File: config.mk
export PLATFORM = sky130hd
export DESIGN_NAME = lantian_phy_manager
export DESIGN_NICKNAME = d
export VERILOG_FILES = /design/src/rtl/lantian_phy_manager.sv
export SDC_FILE = /design/constraint.sdc
export NUM_CORES = 1
export LEC_CHECK = 0
export BUFFER_PORTS_ARGS = -buffer_cell sky130_fd_sc_hd__buf_4
export CAP_MARGIN = 20
export CORE_MARGIN = 3
export CORE_UTILIZATION = 25
export DETAILED_ROUTE_END_ITERATION = 7
export SYNTH_ARGS = -nofsm -noshare
export SYNTH_HDL_FRONTEND = slang
export SYNTH_SLANG_ARGS = --single-unit
File: constraint.sdc
create_clock -name clk -period 4.61 [get_ports clk]
set_input_delay 0.2305 -clock clk [delete_from_list [all_inputs] [get_ports clk]]
set_output_delay 0.2305 -clock clk [all_outputs]
set_load 0.005 [all_outputs]
File: src/rtl/lantian_phy_manager.sv
// MDIO management sequencer: boots the PHY, polls link status and
// shares the MDIO master between the CPU and the autonomous poller.
module lantian_phy_manager #(
    parameter int unsigned POLL_INTERVAL = 2500000,
    parameter logic [15:0] BOOT_BMCR     = 16'h1200,
    parameter logic [4:0]  PHYSR_ADDR    = 5'd17
) (
    input  logic        clk,
    input  logic        reset_n,
    input  logic [4:0]  cpu_address,
    input  logic        cpu_read,
    input  logic        cpu_write,
    input  logic [31:0] cpu_writedata,
    output logic [31:0] cpu_readdata,
    output logic        cpu_waitrequest,
    output logic [4:0]  m_address,
    output logic        m_read,
    output logic        m_write,
    output logic [31:0] m_writedata,
    input  logic [31:0] m_readdata,
    input  logic        m_waitrequest,
    output logic        link_up,
    output logic [1:0]  speed,
    output logic        full_duplex,
    output logic        init_done
);

    localparam int unsigned TW = $clog2(POLL_INTERVAL);
    localparam logic [TW-1:0] RELOAD = TW'(POLL_INTERVAL - 1);

    typedef enum logic [3:0] {
        BOOT_WR, BOOT_GAP, IDLE, CPU_XFER, CPU_ACK,
        RD_BMSR, GAP1, RD_PHYSR, GAP2
    } state_e;

    state_e        state_q, state_d;
    logic          m_read_q, m_read_d;
    logic          m_write_q, m_write_d;
    logic [4:0]    m_addr_q, m_addr_d;
    logic [15:0]   m_wdata_q, m_wdata_d;
    logic          link_q, link_d;
    logic [1:0]    speed_q, speed_d;
    logic          dup_q, dup_d;
    logic          init_q, init_d;
    logic [15:0]   cpu_rdata_q, cpu_rdata_d;
    logic          cpu_wait_q, cpu_wait_d;
    logic [TW-1:0] timer_q, timer_d;
    logic          poll_q, poll_d;
    logic          done;

    logic unused_hi;
    assign unused_hi = ^{cpu_writedata[31:16], m_readdata[31:16]};

    // A transfer completes on the edge that sees the slave release waitrequest.
    assign done = (m_read_q | m_write_q) & ~m_waitrequest;

    always_comb begin
        state_d     = state_q;
        m_read_d    = m_read_q;
        m_write_d   = m_write_q;
        m_addr_d    = m_addr_q;
        m_wdata_d   = m_wdata_q;
        link_d      = link_q;
        speed_d     = speed_q;
        dup_d       = dup_q;
        init_d      = init_q;
        cpu_rdata_d = cpu_rdata_q;
        cpu_wait_d  = cpu_wait_q;
        poll_d      = poll_q;
        timer_d     = (timer_q == '0) ? RELOAD : timer_q - TW'(1);

        unique case (state_q)
            BOOT_WR: begin
                if (!m_write_q) begin
                    m_write_d = 1'b1;
                    m_addr_d  = 5'd0;
                    m_wdata_d = BOOT_BMCR;
                end else if (done) begin
                    m_write_d = 1'b0;
                    init_d    = 1'b1;
                    state_d   = BOOT_GAP;
                end
            end
            BOOT_GAP: state_d = IDLE;
            IDLE: begin
                if ((cpu_read | cpu_write) && init_q) begin
                    m_read_d  = cpu_read;
                    m_write_d = ~cpu_read;
                    m_addr_d  = cpu_address;
                    m_wdata_d = cpu_writedata[15:0];
                    state_d   = CPU_XFER;
                end else if (poll_q) begin
                    poll_d   = 1'b0;
                    m_read_d = 1'b1;
                    m_addr_d = 5'd1;
                    state_d  = RD_BMSR;
                end
            end
            CPU_XFER: begin
                if (done) begin
                    if (m_read_q) cpu_rdata_d = m_readdata[15:0];
                    m_read_d   = 1'b0;
                    m_write_d  = 1'b0;
                    cpu_wait_d = 1'b0;
                    state_d    = CPU_ACK;
                end
            end
            CPU_ACK: begin
                cpu_wait_d = 1'b1;
                state_d    = IDLE;
            end
            RD_BMSR: begin
                if (done) begin
                    m_read_d = 1'b0;
                    link_d   = m_readdata[2];
                    state_d  = m_readdata[2] ? GAP1 : GAP2;
                end
            end
            GAP1: begin
                m_read_d = 1'b1;
                m_addr_d = PHYSR_ADDR;
                state_d  = RD_PHYSR;
            end
            RD_PHYSR: begin
                if (done) begin
                    m_read_d = 1'b0;
                    speed_d  = m_readdata[15:14];
                    dup_d    = m_readdata[13];
                    state_d  = GAP2;
                end
            end
            GAP2: state_d = IDLE;
            default: state_d = BOOT_WR;
        endcase

        // A fresh expiry outranks consumption so it is never lost.
        if (timer_q == '0) poll_d = 1'b1;
    end

    always_ff @(posedge clk or negedge reset_n) begin
        if (!reset_n) begin
            state_q     <= BOOT_WR;
            m_read_q    <= 1'b0;
            m_write_q   <= 1'b0;
            m_addr_q    <= '0;
            m_wdata_q   <= '0;
            link_q      <= 1'b0;
            speed_q     <= '0;
            dup_q       <= 1'b0;
            init_q      <= 1'b0;
            cpu_rdata_q <= '0;
            cpu_wait_q  <= 1'b1;
            timer_q     <= RELOAD;
            poll_q      <= 1'b0;
        end else begin
            state_q     <= state_d;
            m_read_q    <= m_read_d;
            m_write_q   <= m_write_d;
            m_addr_q    <= m_addr_d;
            m_wdata_q   <= m_wdata_d;
            link_q      <= link_d;
            speed_q     <= speed_d;
            dup_q       <= dup_d;
            init_q      <= init_d;
            cpu_rdata_q <= cpu_rdata_d;
            cpu_wait_q  <= cpu_wait_d;
            timer_q     <= timer_d;
            poll_q      <= poll_d;
        end
    end

    assign m_read          = m_read_q;
    assign m_write         = m_write_q;
    assign m_address       = m_addr_q;
    assign m_writedata     = {16'b0, m_wdata_q};
    assign link_up         = link_q;
    assign speed           = speed_q;
    assign full_duplex     = dup_q;
    assign init_done       = init_q;
    assign cpu_readdata    = {16'b0, cpu_rdata_q};
    assign cpu_waitrequest = cpu_wait_q;

endmodule

Word level (Yosys, flattened, before mapping)
Cells that the tools add are included.
Word-level totals
  bits in registers: 72
  input port bits: 74
  output and inout bits: 77
  logic and storage cells: 88
Cells by class
  add/subtract/negate cells: 1
  eq/ne operators: 18
  mux-type cells: 29
  bitwise gates (word level): 5
  reduce and logical (&&, ||, !) cells: 22
Operators with widths (count)
  $mux 16: 2
  $mux 4: 8
  $pmux 16 s2: 1
  $pmux 4 s7: 1
  $logic_not 22->1: 1
  $mux 22: 1
  $sub 22x1->22 const B: 1
  $reduce_and 3->1: 6
  $eq 4x3->1 const B: 4
  $mux 5: 3
  $pmux 5 s3: 1
  $ne 2x2->1 const B: 7
  $mux 1: 9
  $reduce_bool 3->1: 3
  $eq 4x2->1 const B: 2
  $reduce_and 2->1: 4
  $pmux 1 s3: 2
  $reduce_and 6->1: 1
  $reduce_bool 2->1: 3
  $reduce_or 3->1: 2
  $eq 4x1->1 const B: 1
  $eq 4x4->1 const B: 1
  $logic_not 4->1: 1
  $ne 2x1->1 const B: 2
  other kinds (6): 8

Longest topological paths before layout
  word-level depth: 5
  mapped depth: 7
  mapped depth without buffers: 6

Least setup slack after synthesis
No wires, ideal clock.
  path type: register -> register
  start: reg timer_q[5]
  end: reg timer_q[20]
  setup time: 0.125 ns
  arrival time: 1.883 ns
  data required time: 4.485 ns
  slack: 2.602 ns
  cell stages (with the launch flop): 6
  path buffers: 1
  clock period less this slack: 2.008 ns
  cell sequence: dfrtp_1 -> or4_4 -> or2_1 -> buf_6 -> nor4_1 -> mux2_2
On the way
  cells in the longest elaborated chain, start to end: 2
  elaborated cells between the ends (all ways): 3
  those cells by class: add/sub: 1; mux: 1; reduce/logical: 1
Ends and longest elaborated chain
  start, declared: line 47  | logic [TW-1:0] timer_q, timer_d;
  start signal, assigned: line 167  | timer_q <= timer_d;
  $sub 22x1->22 / $logic_not 22->1 (equally long branches): line 70  | timer_d = (timer_q == '0) ? RELOAD : timer_q - TW'(1);
  $mux 22 *: line 70
  via timer_d[20]: line 47
Mark *: on every way through the listed nets, which the timed path passes. The rest lies on a longest branch.
A chain may end at the register's enable or synchronous reset.

Worst setup path after layout
  start: reg state_q[0]
  end: reg cpu_rdata_q[4]
On the way
  cells in the longest elaborated chain, start to end: 2
Ends and longest elaborated chain
  start, declared: line 36  | state_e state_q, state_d;
  start signal, assigned: line 156  | state_q <= state_d;
  $eq 4x2->1: line 72  | unique case (state_q)
  $reduce_and 3->1 (no source line)
  end signal, assigned: line 165  | cpu_rdata_q <= cpu_rdata_d;
  end, declared: line 45  | logic [15:0] cpu_rdata_q, cpu_rdata_d;
No other way between the ends.

==> results.sh <==
export IMPL_cts_tree="done"
export IMPL_crit_family="simple AND/OR/NAND/NOR gates"
export IMPL_drt_first_iter_violations=146
export IMPL_min_period_ns=2.34
export IMPL_r2r_cells=3
export IMPL_synth_edf_count=0
export IMPL_critPathArrivalTime_ns=2.56
export IMPL_ys_top_cells_by_area="dfrtp_1 (43%), dfstp_2 (9.9%), mux2_2 (8.2%), buf_4 (7.0%), a22o_1 (4.3%)"
export IMPL_ys_flop_type="dfrtp_1"
export IMPL_post_synth_num_cell_types=55
export IMPL_drt_wl_total_um=7510
export IMPL_wire_per_inst_um=13.2
export IMPL_final_util_pct=33.0
export IMPL_clkTransAtPathRegs_ns=0.06
export IMPL_syn2layout_area_growth_pct=28.2
export IMPL_path_class="flip-flop to flip-flop"
export IMPL_gr_usage_all_layers_pct=10.1
export IMPL_cpPeakStageDelay_ns=0.82
export IMPL_dp_hpwl_um=5300
export IMPL_synth_top_area_share_pct=42.8
export IMPL_power_total_mw=2.54
export IMPL_r2r_slack_ns=2.27
export IMPL_rsz0062_at_grt="false"
export IMPL_critPathMaxFanout=19
export IMPL_htree_levels=3
export IMPL_slew_violations=0
export IMPL_grt_pass1_vias=2466
export IMPL_worstMarginPinSlew_ns=0.901
export IMPL_fin_setup_tns_ns=0
export IMPL_n_antenna_cell=0
export IMPL_slowest_stage="nand4bb_1"
export IMPL_yosysWarnings=0
export IMPL_worst_setup_path_end_kind="flip-flop"
export IMPL_cts_sinks=72
export IMPL_cts_setup_buffers=0
export IMPL_antenna_found_initial=0
export IMPL_fin_nets=464
export IMPL_async_flop_share_pct=100
export IMPL_finalInstanceArea_sq_mm=0.00443
export IMPL_drive_gt1_share_pct=37.8
export IMPL_postCtsHoldBufs=0
export IMPL_worstHoldPathType="input pin to asynchronous set/reset pin"
export IMPL_finalClockSkew_ns=0.00337
export IMPL_fin_crit_sh_pct=50.8
export IMPL_route_antenna_remaining_nets=0
export IMPL_drc=0
export IMPL_avgViaCountPerCell=4.41
export IMPL_fp_row_count=42
export IMPL_max_freq_mhz=427
export IMPL_grt_pass1_wl_um=12000
export IMPL_yosys_area_top_type="dfrtp_1"
export IMPL_power_density_mw_per_mm2=573
export IMPL_setup_viol=0
export IMPL_syn_cell_area_sq_mm=0.00345
export IMPL_p_leak_nw=2.03
export IMPL_critPathBufInv=0
export IMPL_fp_dieH_um=124
export IMPL_coreArea_sq_mm=0.0134
export IMPL_cp_cell_sequence="nand2_1, nand4bb_1, mux2_2"
export IMPL_startpoint_type="flip-flop"
export IMPL_overflow=0
export IMPL_dp_worst_setup_slack_ns=2.23
export IMPL_num_vias=2513
export IMPL_grt_max_degree=73
export IMPL_cap_violations=0
export IMPL_ys_seq_area_share_pct=52.6
export IMPL_dr_pass1_iters=4
export IMPL_synth_area_per_cell_sq_um=11.3
export IMPL_root_buffer="clkbuf_16"
export IMPL_die_area_sq_mm=0.0153
export IMPL_cts_resized_gates=0
export IMPL_crit_required_ns=4.82
export IMPL_start_util_pct=25.8
export IMPL_rr_endpoint="cpu_rdata_q[4]$_DFFE_PN0P_"
export IMPL_cts_made_buffers=9
export IMPL_die_w_um=124
export IMPL_clock_latency_ns=0.33
export IMPL_nFillCells=1354
export IMPL_synth_cells=306
export IMPL_yosys_register_bits=72
export IMPL_relSlewSlack_pct=39.9
export IMPL_pin_count=151
export IMPL_placed_area_sq_mm=0.00414
export IMPL_ir_worst_vdd_v=0.000294
export IMPL_gp_congestion=0.818
export IMPL_rr_startpoint="state_q[0]$_DFFE_PN0P_"
export IMPL_status="finished clean"
export IMPL_final_hold_violation_count=0
export IMPL_clk_path_buf_depth=2
export IMPL_worst_slack_ns=2.27
export IMPL_portBuffers=86
==> sequential cells by signal, summed over array words and instances (netlist names) <==
name	flops
timer_q	22
m_write	1
poll_q	1
init_done	1
m_address	5
full_duplex	1
link_up	1
cpu_rdata_q	16
cpu_waitrequest	1
m_read	1
speed	2
m_wdata_q	16
state_q	4
==> cell families after synthesis <==
logic type / synth area share (%)
adders and majority gates: 0.362
muxes: 8.44
other: 0.109
xor gates and xnor gates: 3.04
DFF: 52.6
buffers and inverters: 9.57
and+or+nand+nor: 12.9
AOI/OAI and AO/OA: 12.9
==> where the power goes <==
part	internal (mW)	switching (mW)	leakage [nW]
logic	0.505	0.367	1.02
clock network	0.408	0.264	0.145
registers	0.824	0.169	0.871
total	1.74	0.799	2.03
==> worst max path at each step <==
stage	start	end	cells past startpoint
CTS	state_q[0]$_DFFE_PN0P_	cpu_rdata_q[4]$_DFFE_PN0P_	3
global placement	state_q[0]$_DFFE_PN0P_	cpu_rdata_q[10]$_DFFE_PN0P_	3
finish	state_q[0]$_DFFE_PN0P_	cpu_rdata_q[4]$_DFFE_PN0P_	3
global route	state_q[0]$_DFFE_PN0P_	cpu_rdata_q[4]$_DFFE_PN0P_	3
detailed placement	state_q[0]$_DFFE_PN0P_	cpu_rdata_q[4]$_DFFE_PN0P_	3
floorplan	timer_q[5]$_DFF_PN0_	timer_q[20]$_DFF_PN0_	5
==> Yosys cell counts (all sizes together), types with 6 or more instances <==
cell	number
dfrtp	59
mux2	25
a22o	17
nor2	19
xor2	7
a21oi	10
clkbuf	9
nand2	11
buf	36
inv	8
dfstp	13
nor3	7
nand3	8
o21ai	9
or4	6
==> per-layer routing <==
layer | global-route usage (%) | routed length [um]
met1 | 12.8 | 3230
met5 | 0 | 0
met3 | 4.80 | 680
met2 | 14.6 | 3530
met4 | 4.22 | 70
==> metrics by stage <==
stage,hold WS [ns],cells
after CTS,0.0637,570
after global placement,0.422,554
after global routing,0.104,570
after floorplan,-0.0651,337
final,0.0273,570
after detailed placement,0.429,554
==> final cells by class <==
class	instances	area, sq um	share of cell area (%)
Sequential cell	72	1820	41.1
Clock inverter	4	26.3	0.593
Tap cell	176	220	4.97
Clock buffer	12	267	6.02
Inverter	8	30.0	0.678
Timing Repair Buffer	86	646	14.6
Multi-Input combinational cell	212	1420	32.1
==> cells in the final DEF, fill, tap and decap left out, types with 3 or more instances in the layout <==
master     netlist  routed
inv_1            8       8
nor2b_1          3       3
nand2_1         11      11
o21ai_0          8       8
buf_4           32      86
nand2b_1         5       5
a22o_1          17      17
or4_1            4       4
dfrtp_1         59      59
nand3_1          7       7
or3_1            4       4
xnor2_1          5       5
clkbuf_8         0       3
nor3_1           7       7
o31ai_1          5       5
and3_1           3       3
conb_1           1      32
dfstp_2         13      13
nor2_1          18      18
clkbuf_16        0       9
a21oi_1          9       9
mux2_2          25      25
nor4_1           5       5
xor2_1           7       7
No activity file was read; power rests on OpenSTA's default activity.
